==> config.mk <==
export PLATFORM = sky130hd
export DESIGN_NAME = counter_8b
export DESIGN_NICKNAME = d
export VERILOG_FILES = /design/src/rtl/counter_8b.sv
export SDC_FILE = /design/constraint.sdc
export NUM_CORES = 1
export LEC_CHECK = 0
export BUFFER_PORTS_ARGS = -buffer_cell sky130_fd_sc_hd__buf_2
export CORE_AREA = 5 5 42 44
export DETAILED_ROUTE_END_ITERATION = 10
export DIE_AREA = 0 0 47 49
export GPL_TIMING_DRIVEN = 0
export PLACE_DENSITY = 0.62
export SETUP_SLACK_MARGIN = 0.15
export SLEW_MARGIN = 40
export SYNTH_ARGS = -nofsm -noshare
export SYNTH_HDL_FRONTEND = slang
export SYNTH_SLANG_ARGS = --single-unit
==> constraint.sdc <==
create_clock -name Clk -period 2.07 [get_ports Clk]
set_input_delay 0.414 -clock Clk [delete_from_list [all_inputs] [get_ports Clk]]
set_output_delay 0.414 -clock Clk [all_outputs]
set_load 0.02 [all_outputs]
==> src/rtl/counter_8b.sv <==
// Address sequencer: WIDTH-bit up-counter with enable, sync init and carry-out; Res updates one Clk after C/Init.
// No backpressure: counts on every enabled edge, wraps modulo 2^WIDTH; Co is combinational for cascading.
module counter_8b #(
    parameter int                 WIDTH      = 8,
    parameter logic [WIDTH-1:0]   INIT_VALUE = '0
) (
    input  logic             C,
    input  logic             Init,
    input  logic             Clk,
    input  logic             Rst,
    output logic [WIDTH-1:0] Res,
    output logic             Co
);

    localparam logic [WIDTH-1:0] ONE = {{(WIDTH-1){1'b0}}, 1'b1};

    // Init outranks C so a cascade can be reloaded in lockstep mid-count.
    always_ff @(posedge Clk or posedge Rst) begin
        if (Rst) begin
            Res <= INIT_VALUE;
        end else if (Init) begin
            Res <= INIT_VALUE;
        end else if (C) begin
            Res <= Res + ONE;
        end
    end

    assign Co = C & ~Init & ~Rst & (&Res);

endmodule

==> results.json, run 1 <==
{
  "grt_remaining_overflow": 0,
  "syn-instance-count": 41,
  "period_minus_slack_ns": 1.754,
  "registers.top_by_ff_count": "Res",
  "met3_wire_length_um": 70,
  "outcome": "finished clean",
  "clock-skew-final_ns": 0.003705,
  "worst-endpoint-arrival_ns": 1.34,
  "setup_repair_after_global_routing_missed_its_margin": "false",
  "clkTransAtPathRegs_ns": 0.05,
  "tritoncts": "built",
  "critPathRequiredTime_ns": 1.66,
  "detailed_routed_wire_length_on_met2_um": 345,
  "worst_hold_slack_ns": 0.1083,
  "routed_wl_um": 800,
  "yosys.cell_types.count": 19,
  "crit_path_end_kind": "output pin",
  "routed_wire_length_per_instance_um": 11.43,
  "most_common_cell_after_layout_fill_and_taps_aside": "sky130_fd_sc_hd__buf_2",
  "crit_path_cell_trace": "nand4_4, nor4_1, buf_2",
  "critical-path-slowest-cell": "sky130_fd_sc_hd__dfrtp_1",
  "final_max_slew_viol_count": 0,
  "detail-route-antenna-nets": 0,
  "cts_root_buf": "sky130_fd_sc_hd__clkbuf_4",
  "area.sequential_um2": 200.2,
  "tightestPinTransition_ns": 0.3842,
  "worst-setup-path-type": "reg2out",
  "max_stage_delay_ns": 0.46,
  "grt_start_max_net_pins": 10,
  "power-per-cell-area_mw_per_mm2": 618.4,
  "final_cell_mix": "sky130_fd_sc_hd__buf_2, sky130_fd_sc_hd__dfrtp_1, sky130_fd_sc_hd__nand2_1, sky130_fd_sc_hd__nor2_1",
  "cts_hold_buffers": 0,
  "syn2layout_area_growth_pct": 22.42,
  "biggestRegsByFlops": "Res: 8 flops",
  "cap_viol_max_count": 0,
  "grt_first_pass_wirelength_mm": 1.304,
  "post-route-period-util_pct": 84.76,
  "grt_usage_pct": 7.932,
  "avgViaCountPerCell": 4.900,
  "crit_path_start_kind": "flip-flop",
  "tns_ns": 0,
  "clock_latency_ns": 0.25,
  "cts-resized-gates": 0,
  "gate_family_responsible_for_the_most_delay_along_the_worst_path": "flip-flops",
  "dr.pass1.iters": 4,
  "ys.warnings.count": 0,
  "core_area_mm2": 0.001401,
  "timing.slew.headroom_pct": 74.39,
  "finalSetupViolCount": 0,
  "cts_made_buffers": 3,
  "cts_setup_buffers": 0,
  "hold_path.class": "in2async",
  "cts_buffer_depth": 2,
  "layout-drive-gt1-share_pct": 27.78,
  "final_net_count": 61,
  "first_global_vias": 302,
  "yosysSeqAreaShare_pct": 48.48,
  "ff2ff_path_depth": 3,
  "layout.filler_cells": 168,
  "floorplan.die_area_mm2": 0.002303,
  "dr.first_iter.drc_count": 3,
  "gp_congestion": 0.7349,
  "largest_register_ffs": 8,
  "crit_buf_inv": 1,
  "grt_antenna_before_repair": 0,
  "syn_avg_cell_area_um2": 10.07,
  "start_util_pct": 29.46,
  "core.rowCount": 14,
  "multi_input_comb_area_um2": 193.9,
  "placement.io_buffers": 10,
  "hold_viol": 0,
  "ios": 13,
  "fp.dieW_um": 47,
  "n_antenna_cell": 0,
  "crit_cells": 3,
  "syn-num-nets": 46,
  "syn_area_um2": 412.9,
  "m1WireLength_um": 377,
  "max-vdd-ir-drop_mv": 0.3653,
  "dp_hpwl_um": 598.8,
  "die_h_um": 49,
  "path_max_fanout": 7,
  "route.top_layer_used": "met4",
  "fmax_ghz": 0.5700,
  "synth-seq-cells": 8,
  "detailroute.via_count": 343,
  "cts_num_sinks": 8,
  "route.detailed.drc": 0,
  "static-leakage-power_uw": 0.0002529,
  "cts.htree.levels": 1
}
## cells by family (layout without fill, tap and decap cells)
logic type | count (synthesis) | count (layout) | share of synthesized area [%]
xor gates and xnor gates | 4 | 4 | 8.486
buffers and inverters | 3 | 16 | 4.544
and+or+nand+nor | 18 | 18 | 25.15
muxes | 1 | 1 | 2.424
adders and majority gates | 1 | 1 | 3.030
DFF | 8 | 8 | 48.48
AOI/OAI and AO/OA | 6 | 6 | 7.878
## cells in the mapped netlist
cell type	number	area, um2
sky130_fd_sc_hd__clkbuf_1	1	3.750
sky130_fd_sc_hd__nand2_1	5	18.77
sky130_fd_sc_hd__mux2i_1	1	10.01
sky130_fd_sc_hd__nand4_1	2	12.51
sky130_fd_sc_hd__buf_6	1	11.26
sky130_fd_sc_hd__ha_1	1	12.51
sky130_fd_sc_hd__or3_1	2	12.51
sky130_fd_sc_hd__o31ai_1	1	7.510
sky130_fd_sc_hd__nand2b_1	1	6.260
sky130_fd_sc_hd__xor2_1	3	26.28
sky130_fd_sc_hd__nand4_4	1	21.27
sky130_fd_sc_hd__nor4_1	1	6.260
sky130_fd_sc_hd__or4_1	1	7.510
sky130_fd_sc_hd__xnor2_1	1	8.760
sky130_fd_sc_hd__o21ai_1	2	10.01
sky130_fd_sc_hd__dfrtp_1	8	200.2
sky130_fd_sc_hd__inv_1	1	3.750
sky130_fd_sc_hd__nor2_1	5	18.77
sky130_fd_sc_hd__a21oi_1	3	15.01
## power breakdown
part	internal, uW	leakage [uW]	switching (uW)
logic	11.9	0.000129	19.4
clock network	66.1	0.0000138	48.7
registers	161	0.000110	5.81
total	239	0.000253	73.9
## stage by stage
stage               power (uW)  utilization, %  worst slack (ns)  instance area, um2  cells
detailed placement       201.1           34.46            0.4135               483.0     67
floorplan                191.7               -            0.2224               412.9     41
CTS                      317.5           36.07            0.3000               505.5     70
global route             333.0           36.07            0.2031               505.5     70
finish                   312.6           36.07            0.3156               505.5     70
global placement         201.0           34.46            0.3652               483.0     67
## layer usage
layer  vias to the layer above  global-route usage (%)
met5                         -                       0
met4                         0                   6.912
met3                         2                   2.583
met2                        13                   8.597
met1                       158                   11.63
li1                        170                       -
## final timing paths
kind                       slack [ns]    from  endpoint
max                              0.32  Res[2]        Co
min                              0.11     Rst    Res[6]
max reg2reg                      0.69  Res[2]    Res[7]
min reg2reg                      0.57  Res[7]    Res[7]
max in group asynchronous        1.72     Rst    Res[1]
min in group Clk                 0.45       C    Res[0]
## final cells by class
class | count | share of cell area [%]
buffer | 2 | 2.970
clock buffer | 3 | 4.455
inverter | 1 | 0.7426
multi-input combinational | 30 | 38.37
sequential | 8 | 39.60
tap | 16 | 3.960
timing repair buffer | 10 | 9.901
No activity file was read; power rests on OpenSTA's default activity.
==> inputs of run 2 (changes only) <==
Settings changed: PLACE_DENSITY 0.62 to 0.64.
Clock period 2.07 ns to 1.6 ns, I/O delays scaled along.
==> run 2 against run 1 <==
Effect of this change: via count increased by 9.3%; register-to-register slack worse by 0.48 ns; sequential share of layout area down 6.1 points; combinational power grew 84%; worst setup slack worse by 0.25 ns; global-route usage increased by 1.7 points; hold slack got worse by 0.11 ns; routed wire length up 15%; die area is the same; flip-flop and latch count is the same; largest power group unchanged.
==> results.json, run 2 (synthesized netlist as in run 1, its figures left out) <==
{
  "largest_register_ffs": 8,
  "start_util_pct": 29.46,
  "timing.slew.headroom_pct": 76.14,
  "path_max_fanout": 2,
  "share_seq_of_total_power_pct": 48.0,
  "dr.pass1.iters": 4,
  "clockPowerShare_pct": 39.1,
  "core_area_mm2": 0.001401,
  "p_int_uw": 329.0,
  "final_net_count": 69,
  "first_global_vias": 402,
  "dp_hpwl_um": 609.2,
  "ios": 13,
  "cap_viol_max_count": 0,
  "routed_wl_um": 917,
  "net_sw_share_pct": 26.24,
  "cts_hold_buffers": 0,
  "grt_remaining_overflow": 0,
  "cts_buffer_depth": 2,
  "grt_use_met1_pct": 10.63,
  "cts_made_buffers": 3,
  "placement.io_buffers": 10,
  "clkTransAtPathRegs_ns": 0.06,
  "setup_repair_after_global_routing_missed_its_margin": "true",
  "layout-drive-gt1-share_pct": 41.27,
  "dpl.cell_count": 67,
  "syn2layout_area_growth_pct": 45.45,
  "post-route-period-util_pct": 95.85,
  "n_antenna_cell": 0,
  "hold_path.class": "in2async",
  "finalSetupViolCount": 0,
  "grt_first_pass_wirelength_mm": 1.580,
  "grt_util_met3_pct": 3.690,
  "cts_num_sinks": 8,
  "final_cell_mix": "sky130_fd_sc_hd__buf_2, sky130_fd_sc_hd__buf_4, sky130_fd_sc_hd__dfrtp_1, sky130_fd_sc_hd__nand2_1, sky130_fd_sc_hd__nor2_1",
  "critPathRequiredTime_ns": 1.28,
  "total_power_uw": 446.1,
  "worst-endpoint-arrival_ns": 1.21,
  "registers.top_by_ff_count": "Res",
  "tritoncts": "built",
  "clock-skew-final_ns": 0.003473,
  "crit_path_end_kind": "output pin",
  "global_routing_s_busiest_layer": "met2",
  "clock_latency_ns": 0.26,
  "core.rowCount": 14,
  "p_switching_uw": 117.1,
  "route.detailed.drc": 0,
  "biggestRegsByFlops": "Res: 8 flops",
  "grtUsageMet2_pct": 15.16,
  "max-vdd-ir-drop_mv": 0.4882,
  "die_h_um": 49,
  "crit_path_start_kind": "flip-flop",
  "gp_congestion": 0.6866,
  "worst-setup-path-type": "reg2out",
  "detail-route-antenna-nets": 0,
  "cts_root_buf": "sky130_fd_sc_hd__clkbuf_4",
  "period_minus_slack_ns": 1.534,
  "grt_start_max_net_pins": 10,
  "detailroute.via_count": 375,
  "routed_wire_length_per_instance_um": 11.61,
  "cts.htree.levels": 1,
  "fmax_ghz": 0.6521,
  "outcome": "finished clean",
  "fp.dieW_um": 47,
  "hold_viol": 0,
  "ff2ff_path_depth": 4,
  "static-leakage-power_uw": 0.0003092,
  "final_max_slew_viol_count": 0,
  "tightestPinTransition_ns": 0.3580,
  "floorplan.die_area_mm2": 0.002303,
  "power-per-cell-area_mw_per_mm2": 742.8,
  "logic_gate_share_of_total_power_pct": 12.9,
  "layoutNonFillerInstCount": 79,
  "grt_usage_pct": 9.666,
  "avgViaCountPerCell": 4.747,
  "dr.first_iter.drc_count": 3,
  "grt_antenna_before_repair": 0
}
## run 2: per-stage QoR
step | hold WS [ns] | util, % | setup TNS [ns] | cell area [um2] | worst slack, ns
2_1_floorplan | 0.1438 | - | 0 | 429.2 | 0.1556
3_3_place_gp | 0.2957 | 35.63 | 0 | 499.2 | 0.09853
3_5_place_dp | 0.2956 | 35.63 | 0 | 499.2 | 0.07824
4_1_cts | 0.01673 | 42.86 | 0 | 600.6 | 0.05813
5_1_grt | 0.03364 | 42.86 | -0.03745 | 600.6 | -0.03745
6_report | 0.002958 | 42.86 | 0 | 600.6 | 0.06645
## run 2: timing repair
item                                    CTS  global route
endpoints found under the setup margin    1             1
pin swaps                                 2             0
gates cloned                              0             0
gates resized for setup                   3             0
endpoints found under the hold margin     0             0
setup buffers                             8             0
## run 2: area by class of cell
class | count | area (um2)
Buffer | 2 | 15.01
Clock buffer | 4 | 26.28
Tap cell | 16 | 20.02
Inverter | 1 | 3.754
Fill cell | 147 | 800.8
Sequential cell | 8 | 201.4
Timing Repair Buffer | 18 | 112.6
Multi-Input combinational cell | 30 | 221.5
## run 2: final timing paths
path                       endpoint   start  slack, ns
setup / recovery                 Co  Res[1]       0.07
hold / removal               Res[6]     Rst      0.003
setup reg to reg             Res[7]  Res[3]       0.21
hold reg to reg              Res[7]  Res[7]       0.57
max in group asynchronous    Res[2]     Rst       1.33
min in group Clk             Res[0]       C       0.35
## run 2: power by group through the flow
stage                     logic, uW  clock network [uW]  registers [uW]
after floorplan                23.9                   0             224
after global placement         42.1                   0             218
after detailed placement       42.1                   0             219
after CTS                      57.3                 176             213
after global routing           63.3                 192             214
final                          57.7                 175             214
## run 2: per-layer routing
layer	part of all wire (%)	vias up	wire length (um)
li1	-	189	-
met1	44	172	404
met2	48	10	442
met3	5.6	4	51
met4	2.0	0	18
met5	0	-	0
## run 2: worst max-delay path, stage by stage, from the launching register on
cell	delay, ns
sky130_fd_sc_hd__dfrtp_1	0.40
sky130_fd_sc_hd__ha_4	0.16
sky130_fd_sc_hd__nand2_1	0.08
sky130_fd_sc_hd__nor4_4	0.14
sky130_fd_sc_hd__buf_4	0.17
==> inputs of run 3 (changes only) <==
Settings changed: BUFFER_PORTS_ARGS -buffer_cell sky130_fd_sc_hd__buf_2 to not set, DONT_BUFFER_PORTS set to 1, PLACE_DENSITY 0.64 to 0.55.
==> run 3 against run 2 <==
Effect of this change: the flow now finishes with violations (negative setup slack); clock skew about the same; clock-buffer cell count unchanged; register-to-register slack lost 0.02 ns; first-iteration DRC count increased to 2.7 times the previous value; sequential power is 6% higher; maximum frequency is 8.8% lower; worst setup slack got worse by 0.15 ns; critical endpoint unchanged.
==> results.json, run 3 (synthesized netlist as in run 1, its figures left out) <==
{
  "outcome": "complete, but fails checks",
  "violations_in_the_final_reports": "negative setup slack",
  "grt_first_pass_wirelength_mm": 1.435,
  "fp.dieW_um": 47,
  "grt_antenna_before_repair": 0,
  "worstHoldStart": "C",
  "whs_path_depth": 3,
  "max-vdd-ir-drop_mv": 0.4800,
  "layout.filler_cells": 146,
  "grt_start_max_net_pins": 10,
  "most_common_cell_after_layout_fill_and_taps_aside": "sky130_fd_sc_hd__dfrtp_2",
  "fmax_ghz": 0.5950,
  "setup_repair_after_global_routing_missed_its_margin": "true",
  "routed_wire_length_per_instance_um": 14.34,
  "clock-skew-final_ns": 0.003139,
  "critPathRequiredTime_ns": 1.28,
  "r2r-start": "Res[2]",
  "final_net_count": 54,
  "setup_slack_ns": -0.08066,
  "worst_hold_slack_ns": 0.3633,
  "tightestPinTransition_ns": 0.4795,
  "cts_root_buf": "sky130_fd_sc_hd__clkbuf_4",
  "worst-setup-path-type": "reg2out",
  "hold_path.class": "in2reg",
  "ios": 13,
  "dr.first_iter.drc_count": 8,
  "layout-drive-gt1-share_pct": 41.67,
  "timing.reg2reg.setup_slack_ns": 0.19,
  "area.sequential_um2": 209.0,
  "multi_input_comb_area_um2": 240.2,
  "post-route-period-util_pct": 105.0,
  "ff2ff_path_depth": 4,
  "final_max_slew_viol_count": 0,
  "worst-endpoint-arrival_ns": 1.36,
  "largest_register_ffs": 8,
  "avgViaCountPerCell": 5.109,
  "crit_path_end_kind": "output pin",
  "gp_congestion": 0.6393,
  "n_antenna_cell": 0,
  "power-per-cell-area_mw_per_mm2": 794.3,
  "detailroute.via_count": 327,
  "core.rowCount": 14,
  "clkTransAtPathRegs_ns": 0.06,
  "die_h_um": 49,
  "cts.htree.levels": 1,
  "total_power_uw": 428.3,
  "min_delay_worst_endpoint": "Res[0]",
  "crit_path_start_kind": "flip-flop",
  "hold_viol": 0,
  "floorplan.die_area_mm2": 0.002303,
  "tritoncts": "built",
  "finalSetupViolCount": 1,
  "final_cell_mix": "sky130_fd_sc_hd__dfrtp_2, sky130_fd_sc_hd__nor2_1, sky130_fd_sc_hd__nand2_1",
  "routed_wl_um": 918,
  "cts_made_buffers": 3,
  "layoutNonFillerInstCount": 64,
  "path_max_fanout": 5,
  "dr.pass1.iters": 4,
  "cts_num_sinks": 8,
  "cap_viol_max_count": 0,
  "first_global_vias": 299,
  "biggestRegsByFlops": "Res: 8 flops",
  "registers.top_by_ff_count": "Res",
  "cts_buffer_depth": 2,
  "detail-route-antenna-nets": 0,
  "dp_worst_setup_slack_ns": 0.02274,
  "route.detailed.drc": 0,
  "dp_hpwl_um": 608.1,
  "period_minus_slack_ns": 1.681,
  "syn2layout_area_growth_pct": 30.61,
  "endpoint_of_the_worst_register_to_register_path": "Res[6]",
  "grt_remaining_overflow": 0,
  "clock_latency_ns": 0.25,
  "grt_usage_pct": 8.683,
  "core_area_mm2": 0.001401,
  "static-leakage-power_uw": 0.0002192,
  "final_core_utilization_pct": 38.48,
  "timing.slew.headroom_pct": 68.04,
  "dpl.cell_count": 57,
  "start_util_pct": 29.46,
  "placement.io_buffers": 0
}
==> run 3: final cells by class <==
type	count	area share [%]
clock buffer	4	4.872
multi-input combinational	30	44.55
buffer	2	2.784
sequential	8	38.75
tap	16	3.712
inverter	1	0.6961
timing repair buffer	3	4.640
==> run 3: worst max-delay path, cell delays in order (launching register included) <==
cell                      delay [ns]
sky130_fd_sc_hd__dfrtp_2        0.48
sky130_fd_sc_hd__ha_4           0.18
sky130_fd_sc_hd__nand2_4        0.05
sky130_fd_sc_hd__nor4_4         0.40
==> run 3: worst max-delay path by stage <==
stage | from | endpoint | cells after the start
floorplan | Res[3] | Co | 2
global placement | Res[0] | Co | 3
detailed placement | Res[0] | Co | 3
CTS | Res[0] | Co | 3
global route | Res[0] | Co | 3
finish | Res[1] | Co | 3
==> run 3: layer usage <==
metal / wire [um] / vias up / track usage (%)
met3: 81 / 2 / 4.059
met4: 4 / 0 / 4.147
met5: 0 / - / 0
met1: 413 / 160 / 12.95
li1: - / 158 / -
met2: 419 / 7 / 10.18
==> run 3: repair_timing <==
action / in CTS / in global routing
hold buffers: 1 / 0
buffers inserted: 1 / 1
resized for setup: 8 / 5
pin swaps: 2 / 2
hold endpoints to repair: 8 / 0
endpoints found under the setup margin: 3 / 3
==> run 3: metrics by stage <==
| step | setup TNS, ns | cell area (um2) |
|---|---|---|
| 6_report | -0.08066 | 539.3 |
| 5_1_grt | -0.1337 | 539.3 |
| 4_1_cts | -0.1207 | 518.0 |
| 3_5_place_dp | 0 | 449.2 |
| 3_3_place_gp | 0 | 449.2 |
| 2_1_floorplan | 0 | 429.2 |
==> run 3: where the power goes <==
| group | total, uW | switching [uW] | internal (uW) |
|---|---|---|---|
| logic | 36.2 | 20.0 | 16.2 |
| clock network | 166 | 70.8 | 95.5 |
| registers | 226 | 17.3 | 208 |
